File: src/rtl/mem_word_display_sequencer_pkg.sv
// rtl/mem_word_display_sequencer_pkg.sv - shared state encoding and blank segment pattern
package mem_word_display_sequencer_pkg;

  localparam logic [1:0] ST_IDLE = 2'd0;
  localparam logic [1:0] ST_SHOW = 2'd1;
  localparam logic [1:0] ST_GAP  = 2'd2;

  localparam logic [7:0] BLANK_SEG = 8'hFF;

endpackage

File: src/rtl/SevenSeg.sv
// rtl/SevenSeg.sv - hex nibble to active-low seven-segment pattern, decimal point off
module SevenSeg (
  input  logic [3:0] hex_i,
  output logic [7:0] seg_o
);

  always_comb begin
    seg_o = 8'hFF;
    case (hex_i)
      4'h0: seg_o = 8'hC0;
      4'h1: seg_o = 8'hF9;
      4'h2: seg_o = 8'hA4;
      4'h3: seg_o = 8'hB0;
      4'h4: seg_o = 8'h99;
      4'h5: seg_o = 8'h92;
      4'h6: seg_o = 8'h82;
      4'h7: seg_o = 8'hF8;
      4'h8: seg_o = 8'h80;
      4'h9: seg_o = 8'h90;
      4'hA: seg_o = 8'h88;
      4'hB: seg_o = 8'h83;
      4'hC: seg_o = 8'hC6;
      4'hD: seg_o = 8'hA1;
      4'hE: seg_o = 8'h86;
      4'hF: seg_o = 8'h8E;
      default: seg_o = 8'hFF;
    endcase
  end

endmodule

File: src/rtl/word_fifo.sv
// rtl/word_fifo.sv - power-of-two word FIFO with combinational head output
module word_fifo #(
  parameter int WORD_W     = 16,
  parameter int FIFO_DEPTH = 4
) (
  input  logic              clk_i,
  input  logic              rst_i,
  input  logic              push_i,
  input  logic              pop_i,
  input  logic [WORD_W-1:0] data_i,
  output logic [WORD_W-1:0] data_o,
  output logic              full_o,
  output logic              empty_o
);

  localparam int AW = $clog2(FIFO_DEPTH);

  logic [WORD_W-1:0] mem_q [FIFO_DEPTH];
  logic [AW-1:0]     rd_ptr_q, wr_ptr_q;
  logic [AW:0]       count_q;
  logic              do_push, do_pop;

  assign full_o  = (count_q == (AW+1)'(FIFO_DEPTH));
  assign empty_o = (count_q == '0);
  assign do_push = push_i && !full_o;
  assign do_pop  = pop_i && !empty_o;
  assign data_o  = mem_q[rd_ptr_q];

  always_ff @(posedge clk_i or posedge rst_i) begin
    if (rst_i) begin
      rd_ptr_q <= '0;
      wr_ptr_q <= '0;
      count_q  <= '0;
    end else begin
      if (do_push) wr_ptr_q <= wr_ptr_q + AW'(1);
      if (do_pop)  rd_ptr_q <= rd_ptr_q + AW'(1);
      if (do_push && !do_pop)      count_q <= count_q + (AW+1)'(1);
      else if (do_pop && !do_push) count_q <= count_q - (AW+1)'(1);
    end
  end

  // Storage needs no reset; pointers alone define what is valid.
  always_ff @(posedge clk_i) begin
    if (do_push) mem_q[wr_ptr_q] <= data_i;
  end

endmodule

File: src/rtl/mem_word_display_sequencer.sv
// rtl/mem_word_display_sequencer.sv - buffers incoming words and shows each on HEX3..HEX0 for a dwell, then a blank gap
module mem_word_display_sequencer
  import mem_word_display_sequencer_pkg::*;
#(
  parameter int WORD_W       = 16,
  parameter int FIFO_DEPTH   = 4,
  parameter int DWELL_CYCLES = 25000000,
  parameter int BLANK_CYCLES = 2500000
) (
  input  logic              CLOCK_50,
  input  logic              RESET,
  input  logic [WORD_W-1:0] IN_DATA,
  input  logic              IN_VALID,
  output logic              IN_READY,
  input  logic              HOLD,
  output logic [7:0]        HEX0,
  output logic [7:0]        HEX1,
  output logic [7:0]        HEX2,
  output logic [7:0]        HEX3,
  output logic              SHOWING
);

  localparam logic [31:0] DWELL_LAST = 32'(DWELL_CYCLES - 1);
  localparam logic [31:0] BLANK_LAST = 32'(BLANK_CYCLES - 1);

  logic [1:0]        state_q, state_d;
  logic [31:0]       cnt_q, cnt_d;
  logic [WORD_W-1:0] disp_q, disp_d;
  logic [WORD_W-1:0] head;
  logic              full, empty, pop;
  logic [7:0]        seg [4];

  word_fifo #(.WORD_W(WORD_W), .FIFO_DEPTH(FIFO_DEPTH)) u_fifo (
    .clk_i   (CLOCK_50),
    .rst_i   (RESET),
    .push_i  (IN_VALID && IN_READY),
    .pop_i   (pop),
    .data_i  (IN_DATA),
    .data_o  (head),
    .full_o  (full),
    .empty_o (empty)
  );

  assign IN_READY = !full && !RESET;

  always_comb begin
    state_d = state_q;
    cnt_d   = cnt_q;
    disp_d  = disp_q;
    pop     = 1'b0;
    case (state_q)
      ST_IDLE: begin
        if (!empty) begin
          pop = 1'b1; disp_d = head; cnt_d = '0; state_d = ST_SHOW;
        end
      end
      ST_SHOW: begin
        if (!HOLD) begin
          if (cnt_q != DWELL_LAST) begin
            cnt_d = cnt_q + 32'd1;
          end else if (BLANK_CYCLES > 0) begin
            cnt_d = '0; state_d = ST_GAP;
          end else if (!empty) begin
            pop = 1'b1; disp_d = head; cnt_d = '0;
          end else begin
            state_d = ST_IDLE;
          end
        end
      end
      ST_GAP: begin
        if (!HOLD) begin
          if (cnt_q != BLANK_LAST) begin
            cnt_d = cnt_q + 32'd1;
          end else if (!empty) begin
            pop = 1'b1; disp_d = head; cnt_d = '0; state_d = ST_SHOW;
          end else begin
            state_d = ST_IDLE;
          end
        end
      end
      default: state_d = ST_IDLE;
    endcase
  end

  always_ff @(posedge CLOCK_50 or posedge RESET) begin
    if (RESET) begin
      state_q <= ST_IDLE;
      cnt_q   <= '0;
      disp_q  <= '0;
    end else begin
      state_q <= state_d;
      cnt_q   <= cnt_d;
      disp_q  <= disp_d;
    end
  end

  for (genvar g = 0; g < 4; g++) begin : g_digit
    SevenSeg u_seg (.hex_i(disp_q[4*g +: 4]), .seg_o(seg[g]));
  end

  assign SHOWING = (state_q == ST_SHOW);
  assign HEX0    = SHOWING ? seg[0] : BLANK_SEG;
  assign HEX1    = SHOWING ? seg[1] : BLANK_SEG;
  assign HEX2    = SHOWING ? seg[2] : BLANK_SEG;
  assign HEX3    = SHOWING ? seg[3] : BLANK_SEG;

endmodule

File: config.mk
export PLATFORM = sky130hd
export DESIGN_NAME = mem_word_display_sequencer
export DESIGN_NICKNAME = d
export VERILOG_FILES = /design/src/rtl/mem_word_display_sequencer_pkg.sv /design/src/rtl/SevenSeg.sv /design/src/rtl/word_fifo.sv /design/src/rtl/mem_word_display_sequencer.sv
export SDC_FILE = /design/constraint.sdc
export NUM_CORES = 1
export LEC_CHECK = 0
export CORE_ASPECT_RATIO = 1.5
export CORE_UTILIZATION = 50
export DETAILED_ROUTE_END_ITERATION = 10
export GPL_ROUTABILITY_DRIVEN = 0
export GPL_TIMING_DRIVEN = 0
export PLACE_DENSITY = 0.77
export SYNTH_ARGS = -nofsm -noshare
export SYNTH_HDL_FRONTEND = slang
export SYNTH_SLANG_ARGS = --single-unit
File: constraint.sdc
create_clock -name CLOCK_50 -period 3.1 [get_ports CLOCK_50]
set_clock_uncertainty 0.15 [all_clocks]
set_input_delay 0.62 -clock CLOCK_50 [delete_from_list [all_inputs] [get_ports CLOCK_50]]
set_output_delay 0.62 -clock CLOCK_50 [all_outputs]
set_load 0.01 [all_outputs]
==> flow_summary_export.csv, run 1 <==
group,metric,value,unit
power,switching_power,3020,uW
synth,ys_seq_area_share,50.1,%
synth,synth_top_cells_by_area,"edfxtp_1 29%, dfrtp_1 21%, mux4_2 6.7%",
global_route,grt_antenna_before_repair,0,
layout,area.sequential,3360,um^2
clock_network,worstSkewPairLatency,410,ps
clock_network,cts_tree,"yes",
flow_run,drv.max_cap_violation_count,0,
synth,yosys_register_bits,121,
routing,highest-signal-layer,"met4",
floorplanning,die_area,13800,um^2
synth,synth-async-reset-ratio,47.1,%
floorplanning,core_area,13000,um^2
routing,drt_iter0_drc,285,
critical_path,critical_path.max_fanout,10,
clock_network,cts.hold.buffers_added,0,
floorplanning,starting_utilization_of_the_core_area,51.4,%
critical_path,worst-setup-path-type,"reg -> out",
routing,route.detailed.vias_per_inst,6.08,
critical_path,worst_setup_path_start_kind,"flop",
routing,detailroute.wirelength.met3,815,um
placement,placement.io_buffers,49,
min_path,worstHoldPathCells,1,
sta,report.final.slew_viol_count,0,
power,powerDensity,996,nW/um^2
sta,relSlewSlack,41.2,%
global_route,groute.usage.overall,24.7,%
routing,detail_route.first_pass.iterations,7,
placement,dpl_cell_area,7410,um^2
layout,drive_gt1_share,19.3,%
synth,yosysWarnings,0,
critical_path,rr_worst_depth,9,
sta,timing.final.crit_share,97.3,%
clock_network,tritoncts.num_buffers,17,
clock_network,cts_htree_levels,4,
placement,dp_hpwl,10700,um
routing,m1WireLength,5750,um
routing,detail-route-antenna-nets,0,
floorplanning,dieHeight,144,um
critical_path,critPathCaptureType,"output pin",
clock_network,cts_root_buffer,"clkbuf_16",
global_route,maximum_number_of_pins_on_one_net_before_global_route_repair,39,
global_route,grt_pass1_wl,25300,um
routing,routed_wl,15400,um
layout,multi_input_area,3080,um^2
floorplanning,die_width,96.4,um
power,power.combinational.fraction,46.7,%
synth,synth_top_cell_area_share,28.7,%
run_status,status,"complete, no violations",
layout,filler_cells_inserted,959,
sta,hold_slack,369,ps
power,seq_power_share,27.2,%
layout,antenna_diode_count,0,
clock_network,cts.sink_count,121,
synth,yosys.area.top_type,"edfxtp_1",
layout,post_route_cell_area,8190,um^2
sta,max_freq,0.332,GHz
sta,min_period,3020,ps
synth,postSynth.topFlopCell,"edfxtp_1",
power,static_leakage,0.00324,uW
global_route,grt_overflow,0,
routing,route.met2.wl,8100,um
sta,fin_tns_setup,0,ps
routing,vias,4971,
power,netSwitchingFraction,37.0,%
sta,hold_viol,0,
power,intPower,5140,uW
min_path,worst_hold_path_type,"reg -> reg",
sta,grt_setup_unrepaired,"yes",
floorplanning,row_count,51,
clock_network,clock_path_buffers,2,
routing,drt-wirelength-per-cell,18.8,um
layout,syn_to_layout_area_delta,22.6,%
floorplanning,io-pin-count,54,
synth,synth_area,6690,um^2
routing,drc_errors,0,
synth,synth.avg_cell_area,11.9,um^2
sta,worst_slew_pin_slew,882,ps
clock_network,clk_pin_slew,60,ps
synth,synth_edf_count,64,
power,max-vdd-ir-drop,0.681,mV
layout,design.final.nets,701,
global_route,first_global_vias,5161,
synth,post_synth_num_cell_types,64,
synth,syn_inst,564,
critical_path,arrival,2250,ps
power,p_clk_share,26.1,%
critical_path,critPathRequiredTime,2330,ps
sta,finalSetupViolations,0,
-- power by group through the flow --
| stage | clock [uW] | sequential [uW] | combinational (uW) |
|---|---|---|---|
| global route | 2240 | 2250 | 4120 |
| detailed placement | 0 | 2260 | 3580 |
| CTS | 2150 | 2180 | 3800 |
| finish | 2130 | 2220 | 3810 |
| floorplan | 0 | 2190 | 2440 |
| global placement | 0 | 2230 | 3430 |
-- cell type report --
class | count | share of cell area (%)
Sequential cell | 121 | 41.0
Clock inverter | 15 | 2.58
Timing Repair Buffer | 63 | 7.53
Multi-Input combinational cell | 377 | 37.6
Buffer | 29 | 2.03
Tap cell | 159 | 2.43
Inverter | 36 | 1.65
Clock buffer | 17 | 5.19
-- routing by layer --
layer  vias up  GRT usage (%)
met4         0           15.0
li1       2284              -
met1      2462           27.2
met5         -              0
met2       169           42.7
met3        56           5.34
-- worst paths after layout --
kind / start / to / slack (ps)
max: state_q[1] / HEX2[1] / 80
min: u_fifo.count_q[2] / u_fifo.count_q[2] / 370
max in group asynchronous: RESET / disp_q[4] / 1810
max reg2reg: cnt_q[1] / u_fifo.count_q[1] / 110
min reg2reg: u_fifo.count_q[2] / u_fifo.count_q[2] / 370
min in group asynchronous: RESET / u_fifo.count_q[2] / 420
-- worst max-delay path: stages (launching register included) --
cell and delay (ps):
dfrtp_1 420, inv_1 110, ha_4 200, clkbuf_8 170
clkbuf_4 200, o211ai_1 140, clkdlybuf4s50_1 590
-- synthesized netlist by cell type, types with 2 or more instances --
master and n:
edfxtp_1 64, dfrtp_1 57, nand2_1 48, inv_1 36, ha_1 35, o21ai_0 29
nand3_1 25, clkbuf_1 20, mux4_2 20, o211ai_1 20, nor2_1 19, a21oi_1 17
mux2i_1 17, nand4_1 13, or3_1 11, mux2_4 10, mux2_2 9, a22oi_1 8
and3_1 6, buf_2 6, nor3_1 6, a21boi_0 5, nand2b_1 5, o311ai_0 5
a21o_1 4, a31oi_1 4, buf_4 4, nor4_1 4, o31a_1 4, xnor2_1 4
and4_1 3, nor3b_1 3, nor4bb_1 3, o21ai_1 3, o31ai_1 3, and2_1 2
buf_6 2, nor4_4 2, o21a_1 2, xor2_1 2
-- flip-flops by register name (all words and copies together) (netlist names) --
| name | cells |
|---|---|
| cnt_q | 32 |
| u_fifo.rd_ptr_q | 2 |
| disp_q | 16 |
| u_fifo.wr_ptr_q | 2 |
| u_fifo.mem_q | 64 |
| state_q | 2 |
| u_fifo.count_q | 3 |
-- logic make-up (layout without fill, tap and decap cells) --
logic type / Yosys count / in the layout / synth area share (%)
AOI/OAI and AO/OA: 113 / 113 / 11.3
other: 1 / 4 / 0.0561
and+or+nand+nor: 162 / 162 / 13.5
muxes: 56 / 56 / 13.0
buffers and inverters: 69 / 160 / 4.44
xor gates and xnor gates: 6 / 6 / 0.786
adders and majority gates: 36 / 36 / 6.85
DFF: 121 / 121 / 50.1
-- repair_timing --
action	4_1_cts	5_1_grt
gates resized for setup	17	20
setup buffers	9	4
pin swaps	3	4
endpoints found under the setup margin	30	37
-- placed cells by master (no fill, tap or decap), types with 20 or more instances in the layout --
master / instances
nand3_1: 25
o211ai_1: 20
mux4_2: 20
dfrtp_1: 51
ha_1: 32
edfxtp_1: 64
clkdlybuf4s50_1: 44
inv_1: 34
nand2_1: 48
o21ai_0: 27
-- stage by stage --
| stage | util [%] | power, uW | setup slack (ps) | std cells |
|---|---|---|---|---|
| after floorplan | - | 4620 | 64.2 | 567 |
| after global placement | 56.7 | 5660 | -160 | 775 |
| after detailed placement | 56.9 | 5840 | -193 | 776 |
| after CTS | 62.5 | 8140 | 14.2 | 816 |
| after global routing | 62.9 | 8610 | -81.8 | 817 |
| final | 62.9 | 8160 | 83.9 | 817 |
No activity file was read; power rests on OpenSTA's default activity.
==> inputs of run 2 (changes only) <==
GPL_ROUTABILITY_DRIVEN = not set   (was 0)
==> run 2 against run 1 <==
Against the previous run:
- first-iteration DRC count is 41% higher
- cell area is 1.0% lower
- setup slack worse by 31 ps
- global-route usage is 0.13 points lower
- sequential power hardly changed
- non-clock buffer count is 4 higher
- final cell count is 0.49% higher
- sequential share of layout area is 0.42 points higher
- worst hold slack better by 3.9 ps
- sequential cell count stayed put
- routed wire length is 0.94% higher
- count of clock-buffer cells in the layout is 1 higher
- largest cell class unchanged
==> flow_summary_export.csv, run 2 (synthesis gave the netlist of run 1 again) <==
group,metric,value,unit
run_status,status,"complete, no violations",
global_route,first_global_vias,5032,
floorplanning,row_count,51,
floorplanning,core_area,13000,um^2
placement,dp_hpwl,10700,um
layout,layout_commonest_cell,"edfxtp_1",
layout,post_layout_nonfiller_instances,821,
clock_network,cts_tree,"yes",
routing,vias,4972,
clock_network,cts.sink_count,121,
critical_path,worst-setup-path-type,"reg -> out",
sta,finalSetupViolations,0,
sta,min_period,3050,ps
clock_network,cts_htree_levels,4,
layout,largest_reg_flops,64,
clock_network,worstSkewPairLatency,420,ps
placement,placement.io_buffers,49,
min_path,worst_hold_path_type,"reg -> reg",
sta,max_freq,0.328,GHz
global_route,maximum_number_of_pins_on_one_net_before_global_route_repair,40,
floorplanning,starting_utilization_of_the_core_area,51.4,%
layout,finish.utilization,62.3,%
power,powerDensity,961,nW/um^2
floorplanning,die_area,13800,um^2
critical_path,critPathCaptureType,"output pin",
clock_network,clock_path_buffers,2,
sta,timing.final.crit_share,98.3,%
layout,final_cell_mix,"64 x edfxtp_1, 51 x dfrtp_1, 48 x nand2_1",
power,static_leakage,0.00320,uW
critical_path,critical_path.max_fanout,10,
placement,gp_congestion,0.927,
layout,registers.top_by_ff_count,"u_fifo.mem_q",
layout,antenna_diode_count,0,
routing,detail-route-antenna-nets,0,
routing,routed_wl,15500,um
floorplanning,die_width,96.4,um
global_route,grt_pass1_wl,25100,um
placement,place.detailed.instances,776,
sta,worst_slew_pin_slew,898,ps
routing,route.detailed.vias_per_inst,6.06,
critical_path,critPathRequiredTime,2330,ps
global_route,grt_antenna_before_repair,0,
layout,biggestRegsByFlops,"u_fifo.mem_q: 64 flops, cnt_q: 32 flops, disp_q: 16 flops",
global_route,groute.usage.overall,24.6,%
sta,hold_viol,0,
critical_path,arrival,2280,ps
layout,area.sequential,3360,um^2
sta,relSlewSlack,40.1,%
flow_run,drv.max_cap_violation_count,0,
routing,detail_route.first_pass.iterations,5,
floorplanning,dieHeight,144,um
layout,filler_cells_inserted,1004,
layout,multi_input_area,3090,um^2
layout,design.final.nets,705,
power,max-vdd-ir-drop,0.622,mV
sta,report.final.slew_viol_count,0,
routing,drc_errors,0,
clock_network,clk_pin_slew,50,ps
sta,fin_tns_setup,0,ps
clock_network,tritoncts.num_buffers,17,
sta,grt_setup_unrepaired,"yes",
layout,drive_gt1_share,20.1,%
critical_path,worst_setup_path_start_kind,"flop",
clock_network,cts.hold.buffers_added,0,
routing,drt_iter0_drc,401,
layout,syn_to_layout_area_delta,21.3,%
global_route,grt_overflow,0,
clock_network,cts_root_buffer,"clkbuf_16",
routing,drt-wirelength-per-cell,18.9,um
floorplanning,io-pin-count,54,
run 2: through the flow:
stage	instance area [um^2]	hold slack (ps)	total power [uW]	setup WS [ps]
3_3_place_gp	7390	347	5690	-175
6_report	8110	373	7790	52.4
5_1_grt	8110	409	8250	-63.6
4_1_cts	8030	374	7750	5.57
2_1_floorplan	6700	323	4620	64.2
3_5_place_dp	7410	368	5870	-281
run 2: worst max-delay path, cell delays in order, from the launching register on:
cell,delay [ps]
dfrtp_1,430
inv_1,100
ha_2,260
buf_4,210
a21boi_0,180
o21ai_0,170
clkdlybuf4s50_1,520
run 2: path summary, 6_finish.rpt:
path                            startpoint         to  slack [ps]  cells past startpoint
max in group asynchronous            RESET   cnt_q[6]        1820                      3
worst max register to register   cnt_q[17]  cnt_q[26]          50                      8
worst min register to register   cnt_q[30]  cnt_q[30]         370                      1
worst min-delay path             cnt_q[30]  cnt_q[30]         370                      1
worst max-delay path            state_q[1]    HEX0[6]          50                      6
min in group asynchronous            RESET  cnt_q[10]         400                      2
run 2: final cells by class:
class	instances	area share, %
Buffer	31	2.08
Clock buffer	18	5.29
Clock inverter	14	1.27
Inverter	36	1.67
Multi-Input combinational cell	377	38.1
Sequential cell	121	41.4
Tap cell	159	2.45
Timing Repair Buffer	65	7.73
run 2: timing repair:
item                       CTS  global route
setup endpoints to repair   30            41
pin swaps                    4             6
resized for setup           15            29
cloned                       0             0
buffers inserted            10             5
run 2: report_power, final:
group	leakage, uW	internal [uW]	switching (uW)
logic	0.00163	1780	2030
registers	0.00131	1990	222
clock network	0.000252	1020	748
run 2: routing by layer:
metal / routed length [um] / track usage (%)
met1: 5750 / 27.1
met2: 8320 / 43.4
met3: 911 / 5.45
met4: 560 / 12.6
met5: 0 / 0
==> inputs of run 3 (changes only) <==
CTS_BUF_LIST = sky130_fd_sc_hd__clkbuf_4   (was not set)
CTS_CLUSTER_DIAMETER = 100   (was not set)
==> run 3 against run 2 <==
Against the previous run:
- critical endpoint is now u_fifo.count_q[1]
- via count fell by 0.62%
- non-clock buffer count stayed put
- die area stayed put
- first-iteration DRC count down 9.2%
- sequential cell count stayed put
- largest cell class unchanged
- critical path type is now reg -> reg
- count of clock-buffer cells in the layout did not move
- largest power group unchanged
- sequential share of layout area increased by 1.1 points
- setup slack better by 13 ps
==> flow_summary_export.csv, run 3 (synthesis gave the netlist of run 1 again) <==
group,metric,value,unit
run_status,status,"complete, no violations",
layout,finish.utilization,60.6,%
global_route,groute.usage.overall,23.4,%
layout,syn_to_layout_area_delta,18.1,%
flow_run,drv.max_cap_violation_count,0,
global_route,maximum_number_of_pins_on_one_net_before_global_route_repair,40,
placement,place.detailed.instances,776,
critical_path,r2r_start,"cnt_q[9]",
layout,largest_reg_flops,64,
layout,registers.top_by_ff_count,"u_fifo.mem_q",
layout,biggestRegsByFlops,"u_fifo.mem_q: 64 flops, cnt_q: 32 flops, disp_q: 16 flops",
floorplanning,die_area,13800,um^2
routing,detail_route.first_pass.iterations,5,
sta,fin_tns_setup,0,ps
sta,worst_slew_pin_slew,868,ps
clock_network,cts_tree,"yes",
critical_path,worst-setup-path-type,"reg -> reg",
min_path,worst_hold_path_type,"in -> async",
layout,drive_gt1_share,21.3,%
critical_path,cpLargestDelayFamily,"simple AND/OR/NAND/NOR gates",
floorplanning,starting_utilization_of_the_core_area,51.4,%
layout,post_route_cell_area,7890,um^2
routing,route.detailed.vias_per_inst,6.02,
clock_network,tritoncts.num_buffers,17,
sta,relSlewSlack,42.2,%
global_route,grt_pass1_wl,24400,um
sta,min_period,3030,ps
critical_path,max_incr_delay_on_cp,570,ps
layout,design.final.nets,705,
critical_path,critPathCaptureType,"flop",
layout,post_layout_nonfiller_instances,821,
clock_network,clk_pin_slew,130,ps
clock_network,worstSkewPairLatency,530,ps
routing,routed_wl,15000,um
sta,hold_slack,277,ps
routing,detail-route-antenna-nets,0,
routing,drc_errors,0,
sta,grt_setup_unrepaired,"no",
global_route,grt_antenna_before_repair,0,
critical_path,arrival,3300,ps
placement,placement.io_buffers,49,
placement,gp_congestion,0.927,
floorplanning,dieHeight,144,um
sta,finalSetupViolations,0,
routing,drt-wirelength-per-cell,18.3,um
sta,timing.final.crit_share,97.9,%
placement,dp_hpwl,10700,um
critical_path,critical-path-slowest-cell,"or4_4",
power,powerDensity,887,nW/um^2
routing,drt_iter0_drc,364,
global_route,first_global_vias,5036,
clock_network,clock_path_buffers,2,
critical_path,critPathRequiredTime,3370,ps
layout,layout_commonest_cell,"edfxtp_1",
global_route,grt_overflow,0,
critical_path,critical_path.max_fanout,5,
sta,hold_viol,0,
floorplanning,io-pin-count,54,
clock_network,cts.hold.buffers_added,0,
critical_path,worstPathBufferInverterCount,1,
layout,antenna_diode_count,0,
critical_path,worst_setup_path_start_kind,"flop",
clock_network,cts_htree_levels,4,
power,max-vdd-ir-drop,0.651,mV
routing,vias,4941,
sta,max_freq,0.330,GHz
critical_path,cp-startpoint,"cnt_q[9]",
floorplanning,die_width,96.4,um
floorplanning,row_count,51,
floorplanning,core_area,13000,um^2
power,static_leakage,0.00310,uW
clock_network,cts_root_buffer,"clkbuf_4",
sta,report.final.slew_viol_count,0,
layout,final_cell_mix,"64 x edfxtp_1, 53 x dfrtp_1, 48 x nand2_1",
critical_path,timing.critical_path.cells,"nor4_4 > nand3_2 > or4_4 > nor3b_4 > o21ai_2 > ha_2 > inv_1 > fa_1 > mux2_2",
placement,dpl_cell_area,7410,um^2
clock_network,cts.sink_count,121,
run 3: metrics by stage:
stage	worst slack [ps]	total power (uW)
global placement	-175	5690
finish	65.9	7000
global route	1.27	7480
detailed placement	-281	5870
CTS	0.956	6920
floorplan	64.2	4620
run 3: per-layer routing:
metal	share of wire, %	vias to the layer above	GRT usage [%]
li1	-	2279	-
met4	3.3	0	10.8
met2	54	166	42.6
met1	37	2451	25.6
met5	0	-	0
met3	5.1	45	4.76
run 3: layout make-up:
| class | instances | area [um^2] |
|---|---|---|
| Fill cell | 1043 | 5120 |
| Timing Repair Buffer | 66 | 649 |
| Sequential cell | 121 | 3350 |
| Inverter | 36 | 135 |
| Multi-Input combinational cell | 377 | 3140 |
| Clock buffer | 18 | 135 |
| Tap cell | 159 | 199 |
| Clock inverter | 14 | 103 |
| Buffer | 30 | 178 |
run 3: final timing paths:
path,cells past startpoint,slack [ps],end
min reg2reg,1,390,u_fifo.count_q[2]
min in group CLOCK_50,1,390,u_fifo.count_q[2]
max in group asynchronous,3,1940,cnt_q[6]
min,2,280,cnt_q[14]
max,9,70,u_fifo.count_q[1]
max reg2reg,9,70,u_fifo.count_q[1]
run 3: report_power, final:
| part | internal, uW | leakage (uW) | switching [uW] |
|---|---|---|---|
| combinational | 1810 | 0.00166 | 2030 |
| sequential | 1980 | 0.00132 | 230 |
| clock | 327 | 0.000125 | 632 |
run 3: worst register-to-register path, cell delays in order (launching register included):
cell and delay, ps:
dfrtp_2 470, nor4_4 290, nand3_2 140, or4_4 570
nor3b_4 250, o21ai_2 100, ha_2 200, inv_1 60
fa_1 420, mux2_2 270
run 3: timing repair:
action / CTS / global route
cloned: 0 / 0
setup buffers: 13 / 3
pin swaps: 3 / 5
setup endpoints to repair: 30 / 57
resized for setup: 25 / 35
